$ cat config.mk
export PLATFORM = sky130hd
export DESIGN_NAME = mem_stage
export DESIGN_NICKNAME = d
export VERILOG_FILES = /design/src/rtl/mem_stage_pkg.sv /design/src/rtl/mem_stage_load_align.sv /design/src/rtl/mem_stage.sv
export SDC_FILE = /design/constraint.sdc
export NUM_CORES = 1
export LEC_CHECK = 0
export BUFFER_PORTS_ARGS = -buffer_cell sky130_fd_sc_hd__buf_2
export CORE_AREA = 8 8 175 177
export CTS_CLUSTER_DIAMETER = 150
export DETAILED_ROUTE_END_ITERATION = 10
export DIE_AREA = 0 0 183 185
export PLACE_DENSITY = 0.66
export SETUP_SLACK_MARGIN = 0.4
export SLEW_MARGIN = 20
export SYNTH_ARGS = -nofsm -noshare
export SYNTH_HDL_FRONTEND = slang
export SYNTH_SLANG_ARGS = --single-unit
export TNS_END_PERCENT = 1
$ cat constraint.sdc
create_clock -name clk -period 4.05 [get_ports clk]
set_clock_uncertainty 0.15 [all_clocks]
set_input_delay 0.81 -clock clk [delete_from_list [all_inputs] [get_ports clk]]
set_output_delay 0.81 -clock clk [all_outputs]
set_load 0.005 [all_outputs]
$ cat src/rtl/mem_stage_pkg.sv
// Shared widths, stall polarity, load-op bit positions, FSM states and the
// EX->MEM bus layout for the MEM pipeline stage.
package mem_stage_pkg;

   localparam int unsigned EX_TO_MEM_WD = 178;
   localparam int unsigned MEM_TO_WB_WD = 136;
   localparam int unsigned MEM_TO_RF_WD = 38;
   localparam int unsigned STALL_WD     = 6;

   localparam logic STOP    = 1'b1;
   localparam logic NO_STOP = 1'b0;

   localparam int unsigned LD_LB  = 4;
   localparam int unsigned LD_LBU = 3;
   localparam int unsigned LD_LH  = 2;
   localparam int unsigned LD_LHU = 1;
   localparam int unsigned LD_LW  = 0;

   typedef enum logic [1:0] {
      ST_IDLE = 2'd0,
      ST_REQ  = 2'd1,
      ST_WAIT = 2'd2,
      ST_DONE = 2'd3
   } mem_state_e;

   typedef struct packed {
      logic [31:0] pc;
      logic        mem_en;
      logic [3:0]  mem_wen;
      logic [4:0]  load_op;
      logic        rf_we;
      logic [4:0]  rf_waddr;
      logic [31:0] ex_result;
      logic [31:0] store_data;
      logic        hi_we;
      logic        lo_we;
      logic [31:0] hi;
      logic [31:0] lo;
   } ex_mem_t;

   // Access size from the load kind or the store strobe pattern: 0=byte, 1=half, 2=word.
   function automatic logic [1:0] access_size(input logic [4:0] load_op, input logic [3:0] wen);
      logic [1:0] size;
      size = 2'd0;
      if (load_op[LD_LH] || load_op[LD_LHU] || wen == 4'b0011 || wen == 4'b1100)
         size = 2'd1;
      if (load_op[LD_LW] || wen == 4'b1111)
         size = 2'd2;
      return size;
   endfunction

endpackage

$ cat src/rtl/mem_stage_load_align.sv
// Combinational load-data alignment: picks the byte/half lane selected by the
// low address bits and sign- or zero-extends it.
module mem_stage_load_align
   import mem_stage_pkg::*;
(
   input  logic [31:0] rdata,
   input  logic [1:0]  addr,
   input  logic [4:0]  load_op,
   output logic [31:0] result
);

   logic [7:0]  byte_lane;
   logic [15:0] half_lane;

   always_comb begin
      byte_lane = rdata[7:0];
      case (addr)
         2'd0: byte_lane = rdata[7:0];
         2'd1: byte_lane = rdata[15:8];
         2'd2: byte_lane = rdata[23:16];
         2'd3: byte_lane = rdata[31:24];
         default: byte_lane = rdata[7:0];
      endcase
      half_lane = addr[1] ? rdata[31:16] : rdata[15:0];
   end

   always_comb begin
      result = rdata;
      if (load_op[LD_LB])
         result = {{24{byte_lane[7]}}, byte_lane};
      else if (load_op[LD_LBU])
         result = {24'd0, byte_lane};
      else if (load_op[LD_LH])
         result = {{16{half_lane[15]}}, half_lane};
      else if (load_op[LD_LHU])
         result = {16'd0, half_lane};
   end

endmodule

$ cat src/rtl/mem_stage.sv
// MEM pipeline stage: registers the EX->MEM bus, runs load/store on the
// sram-like data port and feeds the WB stage and ID forwarding.
module mem_stage
   import mem_stage_pkg::*;
#(
   parameter int unsigned STALL_IDX = 3
) (
   input  logic                    clk,
   input  logic                    rst,
   input  logic [STALL_WD-1:0]     stall,
   input  logic [EX_TO_MEM_WD-1:0] ex_to_mem_bus,
   output logic                    data_sram_req,
   output logic                    data_sram_wr,
   output logic [1:0]              data_sram_size,
   output logic [3:0]              data_sram_wen,
   output logic [31:0]             data_sram_addr,
   output logic [31:0]             data_sram_wdata,
   input  logic                    data_sram_addr_ok,
   input  logic                    data_sram_data_ok,
   input  logic [31:0]             data_sram_rdata,
   output logic [MEM_TO_WB_WD-1:0] mem_to_wb_bus,
   output logic [MEM_TO_RF_WD-1:0] mem_to_rf_bus,
   output logic                    stallreq_for_mem
);

   ex_mem_t    ex_in;
   ex_mem_t    bus_r;
   mem_state_e state;
   mem_state_e state_nxt;
   logic [31:0] rdata_r;
   logic [31:0] load_data;
   logic [31:0] rf_wdata;
   logic        capture;
   logic        bubble;
   logic        wr;
   logic        is_load;
   logic        rdata_we;

   assign ex_in   = ex_to_mem_bus;
   assign capture = (stall[STALL_IDX] == NO_STOP);
   assign bubble  = (stall[STALL_IDX] == STOP) && (stall[STALL_IDX+1] == NO_STOP);
   assign wr      = bus_r.mem_en & (|bus_r.mem_wen);
   assign is_load = |bus_r.load_op;

   always_ff @(posedge clk) begin
      if (rst)
         bus_r <= '0;
      else if (bubble)
         bus_r <= '0;
      else if (capture)
         bus_r <= ex_in;
   end

   always_ff @(posedge clk) begin
      if (rst)
         state <= ST_IDLE;
      else
         state <= state_nxt;
   end

   always_ff @(posedge clk) begin
      if (rst)
         rdata_r <= '0;
      else if (rdata_we)
         rdata_r <= data_sram_rdata;
   end

   // A capture (or bubble) restarts the FSM from the incoming op regardless of current state.
   always_comb begin
      state_nxt = state;
      if (capture)
         state_nxt = ex_in.mem_en ? ST_REQ : ST_IDLE;
      else if (bubble)
         state_nxt = ST_IDLE;
      else begin
         case (state)
            ST_REQ: begin
               if (data_sram_addr_ok && wr)
                  state_nxt = ST_DONE;
               else if (data_sram_addr_ok && data_sram_data_ok)
                  state_nxt = ST_DONE;
               else if (data_sram_addr_ok)
                  state_nxt = ST_WAIT;
            end
            ST_WAIT: if (data_sram_data_ok) state_nxt = ST_DONE;
            default: state_nxt = state;
         endcase
      end
   end

   always_comb begin
      data_sram_req    = (state == ST_REQ);
      stallreq_for_mem = (state == ST_REQ) || (state == ST_WAIT);
      rdata_we         = 1'b0;
      if (!capture && !bubble) begin
         if (state == ST_REQ)
            rdata_we = data_sram_addr_ok && !wr && data_sram_data_ok;
         else if (state == ST_WAIT)
            rdata_we = data_sram_data_ok;
      end
   end

   assign data_sram_wr    = wr;
   assign data_sram_wen   = bus_r.mem_en ? bus_r.mem_wen : 4'h0;
   assign data_sram_size  = access_size(bus_r.load_op, bus_r.mem_wen);
   assign data_sram_addr  = bus_r.ex_result;
   assign data_sram_wdata = bus_r.store_data;

   mem_stage_load_align u_load_align (
      .rdata   (rdata_r),
      .addr    (bus_r.ex_result[1:0]),
      .load_op (bus_r.load_op),
      .result  (load_data)
   );

   assign rf_wdata = is_load ? load_data : bus_r.ex_result;

   assign mem_to_wb_bus = {bus_r.pc, bus_r.rf_we, bus_r.rf_waddr, rf_wdata,
                           bus_r.hi_we, bus_r.lo_we, bus_r.hi, bus_r.lo};

   assign mem_to_rf_bus = {bus_r.rf_we & ~(is_load & (state != ST_DONE)),
                           bus_r.rf_waddr, rf_wdata};

endmodule
==> flow_summary.ini, run 1 <==
[clocking]
clk_latency_ns = 0.51
clkTransAtPathRegs_ns = 0.06
cts_inserted_buffers = 24
cts_hold_buf = 0
cts_tree = yes
clock-root-buffer = clkbuf_16
clockBufferDepth = 3
cts_setup_buffers = 0
htree_levels = 1
cts_sinks = 212

[logic_synthesis]
yosysSeqAreaShare_pct = 40.9
synth_edf_count = 0
synthTopCellsByCount = mux2i_1, nor2_1, dfxtp_1, buf_4, nand2b_1
yosysTopAreaCell = dfxtp_1
ys_ff_latch = 212
netlist.area_leader.share_pct = 40.9
synth.distinct_cells = 33
yosysWarnings = 0
syn-num-nets = 1324
synthCells = 1101
synth_area_um2 = 10400
synthFlopType = dfxtp_1
synth_area_leaders = dfxtp_1, mux2i_1, buf_4
synthArstFlopShare_pct = 0
synth.avg_cell_area_um2 = 9.42

[timing]
hold_viol = 0
rsz0062_at_grt = yes
setup_viol_count_final = 0
fmax_ghz = 0.280
post-route-period-util_pct = 88.3
fin_crit_ns = 3.58
tns_ns = 0
whs_ns = 0.336
slew_violations = 0
slew_headroom_pct = 43.0
tightest_slew_ns = 0.851

[power_and_ir_drop]
total_leakage_power_nw = 6.20
irDropWorstVdd_v = 0.000237
powerDensity_nw_per_um2 = 420
power_w = 0.00516

[finish]
fillCellCount = 2823
drive_above_1_share_pct = 40.0
diodes = 0
fin_nets = 1558
syn_to_final_growth_pct = 18.5
final_area_um2 = 12300

[place]
dp_hpwl_um = 25000
placement.io_buffers = 462
place_area_um2 = 11500
gp_congestion = 0.845

[grt]
grt_util_met3_pct = 4.45
grt_usage_pct = 17.6
grt_max_degree = 81
grt_overflow_total = 0
grt_pass1_wl_um = 47100
gr-usage-met2_pct = 31.3
antenna_found_initial = 0
grt_pass1_vias = 7960
grtUsageMet1_pct = 20.4
grt-busiest-layer = met2

[drt]
ant_nets = 0
drc = 0
dr.pass1.iters = 4
drtIter0Drc = 443
via_count = 7980
drt-wirelength-per-cell_um = 18.6
wl_um = 32300
drt-vias-per-instance = 4.60

[floorplanning]
initial_core_util_pct = 36.9
die_w_um = 183
dieArea_um2 = 33900
io_pins = 467
die_h_um = 185
core_um2 = 28100
rows = 62

[run]
cap_violations = 0

[worst_setup_path]
startpoint_type = register
crit_required_ns = 3.09
cp.arrival_ns = 2.62
cp_max_fo = 18
path_class = register to output port
end_kind = output port

[run_status]
outcome = complete, no violations

[min_path]
hold_class = register to register
==> worst paths after layout <==
check                            from                  end  slack, ns  cells past startpoint
hold reg to reg   data_sram_wdata[11]  data_sram_wdata[11]       0.34                      2
hold / removal    data_sram_wdata[11]  data_sram_wdata[11]       0.34                      2
setup reg to reg           bus_r[144]           rdata_r[4]       1.62                      5
setup / recovery           bus_r[140]    mem_to_wb_bus[67]       0.47                      6
==> where the power goes <==
| part | internal (W) | switching, W |
|---|---|---|
| registers | 0.00218 | 0.0000608 |
| logic | 0.000380 | 0.000418 |
| clock network | 0.00128 | 0.000846 |
==> critical path, stage by stage (launching register included) <==
cell	delay (ns)
dfxtp_1	0.37
nor4_4	0.27
buf_4	0.27
nor2b_1	0.31
nor2_1	0.27
a211oi_1	0.41
buf_2	0.21
==> per-layer routing <==
metal / vias up / routed length [um]
met5: - / 0
met4: 0 / 966
met3: 49 / 2410
met2: 351 / 16100
met1: 3695 / 12800
li1: 3885 / -
==> metrics by stage <==
stage	instances	worst slack, ns	utilization [%]
3_3_place_gp	1693	0.833	41.0
4_1_cts	1735	0.370	43.7
2_1_floorplan	1101	1.33	-
3_5_place_dp	1693	0.799	41.0
6_report	1735	0.475	43.8
5_1_grt	1735	0.306	43.8
==> cells by family (layout without fill, tap and decap cells) <==
group / after synthesis / count (layout) / synth area share, %
and+or+nand+nor: 331 / 331 / 14.1
muxes: 227 / 227 / 22.9
buffers and inverters: 274 / 524 / 17.9
adders and majority gates: 3 / 3 / 0.362
DFF: 212 / 212 / 40.9
AOI/OAI and AO/OA: 54 / 54 / 3.75
==> registers in the layout, summed over array words and instances (netlist names) <==
name and flops:
mem_to_wb_bus 99, data_sram_addr 32, data_sram_wdata 32, rdata_r 32
bus_r 10, mem_to_rf_bus 5, state 2
==> cells in the final DEF (no fill, tap or decap), types with 2 or more instances in the layout <==
| master | instances |
|---|---|
| ha_1 | 3 |
| mux2_2 | 2 |
| clkbuf_16 | 25 |
| nand3_1 | 3 |
| clkbuf_1 | 6 |
| mux4_2 | 8 |
| o21ai_0 | 3 |
| clkinv_2 | 3 |
| a21oi_1 | 14 |
| a31oi_1 | 3 |
| inv_1 | 6 |
| o21a_1 | 3 |
| nand2b_1 | 65 |
| mux2i_1 | 217 |
| a211oi_2 | 2 |
| o22a_1 | 7 |
| a211oi_1 | 8 |
| nand2_1 | 33 |
| a21oi_2 | 10 |
| nor2b_1 | 3 |
| buf_12 | 4 |
| and2_1 | 4 |
| buf_2 | 461 |
| buf_4 | 10 |
| dfxtp_1 | 212 |
| nor2_1 | 217 |
| clkbuf_8 | 5 |
==> what timing repair did <==
item                                    CTS  global route
gates cloned                              0             0
resized for setup                         1             2
endpoints found under the setup margin    7            41
==> cell type report <==
class,count,area [um2],share of cell area (%)
Timing Repair Buffer,476,2480,20.2
Inverter,6,22.5,0.183
Clock inverter,6,61.3,0.499
Multi-Input combinational cell,615,4290,34.9
Tap cell,384,480,3.91
Sequential cell,212,4240,34.5
Clock buffer,36,717,5.83
No activity file was read; power rests on OpenSTA's default activity.
==> run 2: changes to the inputs <==
CORE_AREA = 8 8 176 178   (was 8 8 175 177)
DIE_AREA = 0 0 184 186   (was 0 0 183 185)
SYNTH_HIERARCHICAL = 1   (was not set)
==> run 2 against run 1 <==
Net effect:
- via count increased by 2.6%
- hold slack improved by 0.0013 ns
- non-clock buffer count decreased by 5
- final area increased by 2.1%
- sequential power about the same
- combinational power decreased by 12%
- clock power increased by 9.4%
- final cell count increased by 0.98%
- core utilization increased by 0.69 points
- register-to-register slack improved by 0.11 ns
- wire length increased by 4.1%
- critical path type unchanged
- highest routed layer is now met5
==> flow_summary.ini, run 2 <==
[timing]
whs_ns = 0.337
setup_viol_count_final = 0
fin_crit_ns = 3.50
rsz0062_at_grt = no
post-route-period-util_pct = 86.5
tightest_slew_ns = 0.927
slew_violations = 0
slew_headroom_pct = 38.2
fmax_ghz = 0.286
hold_viol = 0
tns_ns = 0

[worst_setup_path]
r2r-end = rdata_r[2]
r2r_start = bus_r[144]
rrSetupSlack_ns = 1.73
reg2regPathDepth = 5
crit_required_ns = 3.09
startpoint_type = register
end_kind = output port
cp.arrival_ns = 2.54
cp_max_fo = 9
cp-startpoint = bus_r[140]
setup.worst_path.end = mem_to_wb_bus[73]
path_class = register to output port

[finish]
final_cell_mix = buf_2, dfxtp_1, mux2i_1
largest_reg_flops = 99
mostFrequentLayoutCell = buf_2
fillCellCount = 2822
utilization_pct = 44.5
drive_above_1_share_pct = 41.2
post_layout_nonfiller_instances = 1752
syn_to_final_growth_pct = 17.6
fin_nets = 1573

[floorplanning]
dieArea_um2 = 34200
initial_core_util_pct = 37.8
io_pins = 467
die_w_um = 184
rows = 62
core_um2 = 28200
die_h_um = 186

[grt]
grt_pass1_wl_um = 49300
grt_usage_pct = 18.5
antenna_found_initial = 5
grt_max_degree = 106
grt_overflow_total = 0
grt_pass1_vias = 8201

[logic_synthesis]
synthCells = 1119
synth.avg_cell_area_um2 = 9.54
yosysMostFrequentCell = dfxtp_1
synthFlopType = dfxtp_1
yosysTopAreaCell = dfxtp_1
netlist.area_leader.share_pct = 39.8
synth_area_leaders = dfxtp_1, mux2i_1, buf_4
ys_ff_latch = 212
synthTopCellsByCount = dfxtp_1, mux2i_1, buf_4, nor2_1, nand2b_1
synth_edf_count = 0
syn-num-nets = 1342
yosysSeqAreaShare_pct = 39.8
synthArstFlopShare_pct = 0
yosysWarnings = 6
synth.distinct_cells = 43
synth_area_um2 = 10700

[drt]
dr.pass1.iters = 5
wl_um = 33600
drc = 0
drt-vias-per-instance = 4.67
via_count = 8186
ant_nets = 0
drt-wirelength-per-cell_um = 19.2
drtIter0Drc = 391

[power_and_ir_drop]
powerDensity_nw_per_um2 = 420
seqPwrFrac_pct = 42.6
p_comb_share_pct = 13.3
p_clk_share_pct = 44.2
switchingPower_w = 0.00128
irDropWorstVdd_v = 0.000364
switching_share_pct = 24.3
intPower_w = 0.00399
total_leakage_power_nw = 6.54

[clocking]
clk_latency_ns = 0.51
htree_levels = 1
clock-root-buffer = clkbuf_16
clockBufferDepth = 3
clkTransAtPathRegs_ns = 0.06
cts_setup_buffers = 0
cts_hold_buf = 0
cts_sinks = 212
cts_tree = yes
cts_inserted_buffers = 24
ctsResizeCount = 0

[run_status]
outcome = complete, no violations

[place]
gp_congestion = 0.875
dp_hpwl_um = 26000
dp.cells = 1708
placement.io_buffers = 462

[run]
cap_violations = 0

[min_path]
hold_class = register to register
run 2: area by class of cell:
| type | instances | area (um2) | area share [%] |
|---|---|---|---|
| tap | 384 | 480 | 3.83 |
| multi-input combinational | 635 | 4530 | 36.1 |
| timing repair buffer | 471 | 2420 | 19.3 |
| antenna | 2 | 5.00 | 0.0399 |
| clock inverter | 7 | 135 | 1.08 |
| sequential | 212 | 4240 | 33.8 |
| inverter | 6 | 22.5 | 0.179 |
| clock buffer | 35 | 713 | 5.68 |
run 2: critical path, cell delays in order, from the launching register on:
cell	delay (ns)
dfxtp_1	0.45
o21bai_1	0.64
o22ai_1	0.18
a31oi_1	0.39
mux2_2	0.26
buf_2	0.11
run 2: cells by family after synthesis:
kind of cell	count (synthesis)	synth area share [%]
simple gates	323	14.0
buf+inv	272	17.9
flops	212	39.8
compound gates	51	3.17
mux	258	24.8
fa+ha+maj	3	0.352
run 2: stage by stage:
step | setup slack (ns) | total power [W] | cell area (um2)
floorplan | 1.43 | 0.00278 | 10700
finish | 0.548 | 0.00527 | 12600
global placement | 1.04 | 0.00298 | 11700
CTS | 0.458 | 0.00535 | 12500
detailed placement | 1.03 | 0.00299 | 11700
global route | 0.400 | 0.00550 | 12500
run 2: how the worst min path moves through the flow:
stage,from,end,slack [ns],cells after the start
floorplan,rdata_r[10],rdata_r[10],0.31,2
global placement,rdata_r[10],rdata_r[10],0.32,2
detailed placement,mem_to_wb_bus[64],mem_to_wb_bus[64],0.33,2
CTS,mem_to_wb_bus[28],mem_to_wb_bus[28],0.34,2
global route,ex_to_mem_bus[148],mem_to_wb_bus[106],0.35,3
finish,mem_to_wb_bus[59],mem_to_wb_bus[59],0.34,2
run 2: power by group through the flow:
stage	Clock (W)	Sequential [W]	Combinational, W
final	0.00233	0.00224	0.000700
after CTS	0.00239	0.00224	0.000710
after floorplan	0	0.00227	0.000517
after detailed placement	0	0.00229	0.000706
after global placement	0	0.00228	0.000698
after global routing	0.00248	0.00225	0.000766
run 2: metal layers:
metal | vias up | GRT usage (%) | routed length [um]
met5 | - | 0 | 36
met4 | 6 | 4.52 | 748
met3 | 53 | 5.04 | 2700
met2 | 339 | 32.7 | 16300
met1 | 3823 | 22.0 | 13800
li1 | 3965 | - | -
==> run 3: changes to the inputs <==
CELL_PAD_IN_SITES_DETAIL_PLACEMENT = 0   (was not set)
CELL_PAD_IN_SITES_GLOBAL_PLACEMENT = 1   (was not set)
CORE_AREA = not set   (was 8 8 176 178)
CORE_ASPECT_RATIO = 1.4   (was not set)
CORE_MARGIN = 8   (was not set)
CORE_UTILIZATION = 38   (was not set)
DIE_AREA = not set   (was 0 0 184 186)
PLACE_DENSITY = not set   (was 0.66)
PLACE_DENSITY_LB_ADDON = 0.1   (was not set)
TNS_END_PERCENT = not set   (was 1)
==> run 3 against run 2 <==
Net effect:
- worst setup slack improved by 0.015 ns
- global-route usage increased by 1.1 points
- register-to-register slack about the same
- die area decreased by 1.3%
- sequential cell count unchanged
- critical path type unchanged
==> flow_summary.ini, run 3 (synthesis gave the netlist of run 2 again) <==
[run_status]
outcome = complete, no violations

[finish]
syn_to_final_growth_pct = 17.2
fillCellCount = 2802
largest_reg_flops = 99
final_cell_mix = buf_2, dfxtp_1, mux2i_1
fin_nets = 1575
final_area_um2 = 12500
drive_above_1_share_pct = 41.2
mostFrequentLayoutCell = buf_2

[min_path]
min_to = data_sram_wdata[30]
hold-path-cell-count = 2
hold_class = register to register
min-delay-start = data_sram_wdata[30]

[clocking]
clockBufferDepth = 3
cts_hold_buf = 0
cts_inserted_buffers = 24
htree_levels = 1
clock-root-buffer = clkbuf_16
cts_tree = yes
clk_latency_ns = 0.52
clkTransAtPathRegs_ns = 0.06
cts_sinks = 212

[drt]
dr.pass1.iters = 4
wl_um = 35000
ant_nets = 0
via_count = 8054
drt-wirelength-per-cell_um = 20.1
drtIter0Drc = 359
drt-vias-per-instance = 4.62
drc = 0

[worst_setup_path]
critPathMostFrequentCell = mux2_2
r2r-end = rdata_r[23]
cp-startpoint = data_sram_addr[1]
path_buf_inv = 2
cp.arrival_ns = 2.53
end_kind = output port
cp_max_fo = 14
crit_required_ns = 3.09
path_class = register to output port
path_depth = 6
cpMaxStageDelayCell = dfxtp_1
reg2regPathDepth = 5
slowest_delay_ns = 0.55
startpoint_type = register
path_cells = buf_4 > mux2_2 > nor2_1 > o21ai_0 > mux2_2 > buf_2
rrSetupSlack_ns = 1.72
r2r_start = bus_r[144]
critPathTopFamily = multiplexers

[timing]
tightest_slew_ns = 0.878
slew_violations = 0
post-route-period-util_pct = 86.1
fmax_ghz = 0.287
fin_crit_ns = 3.49
slew_headroom_pct = 41.4
tns_ns = 0
rsz0062_at_grt = no
setup_viol_count_final = 0
hold_viol = 0

[place]
gp_congestion = 0.786
placement.io_buffers = 462
dp_hpwl_um = 27300
place_area_um2 = 11700

[power_and_ir_drop]
total_leakage_power_nw = 6.51
irDropWorstVdd_v = 0.000294
powerDensity_nw_per_um2 = 408

[floorplanning]
die_h_um = 214
core_um2 = 27700
io_pins = 467
die_w_um = 158
rows = 72
initial_core_util_pct = 38.6
dieArea_um2 = 33800

[grt]
antenna_found_initial = 5
grt_pass1_vias = 8153
grt_overflow_total = 0
grt_usage_pct = 19.7
grt_pass1_wl_um = 50800
grt_max_degree = 115

[run]
cap_violations = 0
-- run 3: cell types whose count changed in the layout (fill, tap and decap cells not counted), sizes merged --
cell      previous run  this run
buf                471       473
bufinv               4         2
clkbuf              35        34
clkinv               3         4
clkinvlp             0         2
diode                2         4
-- run 3: per-layer routing --
metal,track usage [%],up-vias,share of wire (%)
met3,6.15,44,9.6
met4,6.68,2,2.7
met2,35.5,350,50
met5,0,-,0.034
met1,20.9,3690,37
li1,-,3968,-
-- run 3: worst max path at each step --
stage	to	slack, ns
6_report	mem_to_wb_bus[76]	0.56
5_1_grt	mem_to_wb_bus[74]	0.46
4_1_cts	mem_to_wb_bus[76]	0.40
3_5_place_dp	mem_to_wb_bus[89]	0.95
3_3_place_gp	mem_to_wb_bus[76]	1.01
2_1_floorplan	mem_to_wb_bus[68]	1.43
-- run 3: layout make-up --
type / instances / area (um2) / share of cell area, %
Tap cell: 370 / 463 / 3.70
Inverter: 6 / 22.5 / 0.180
Clock buffer: 34 / 668 / 5.34
Timing Repair Buffer: 473 / 2450 / 19.6
Clock inverter: 8 / 106 / 0.851
Antenna cell: 4 / 10.0 / 0.0801
Sequential cell: 212 / 4240 / 33.9
Multi-Input combinational cell: 635 / 4530 / 36.3
-- run 3: stage by stage --
stage / util (%) / power [W] / std cells / setup WS [ns] / hold WS [ns]
floorplan: - / 0.00278 / 1119 / 1.43 / 0.306
CTS: 45.1 / 0.00519 / 1736 / 0.401 / 0.332
finish: 45.2 / 0.00510 / 1742 / 0.563 / 0.334
global route: 45.2 / 0.00535 / 1741 / 0.458 / 0.339
global placement: 42.3 / 0.00300 / 1694 / 1.01 / 0.319
detailed placement: 42.3 / 0.00301 / 1694 / 0.950 / 0.323
-- run 3: worst reg2reg max path: cells and delay by family, from the launching register on --
kind,cells,cell delay (ns)
muxes,1,0.28
AOI/OAI and AO/OA,2,0.75
DFF,1,0.37
buffers and inverters,1,0.50
and+or+nand+nor,1,0.20
-- run 3: repair_timing --
item	in CTS	in global routing
setup endpoints to repair	0	12
endpoints found under the hold margin	0	0
resized for setup	0	0
buffers inserted	0	2
-- run 3: power breakdown --
group          total [W]  switching (W)  leakage (nW)  internal (W)
combinational   0.000710       0.000359          4.41      0.000351
clock            0.00216       0.000880         0.373       0.00128
sequential       0.00224      0.0000593          1.73       0.00218
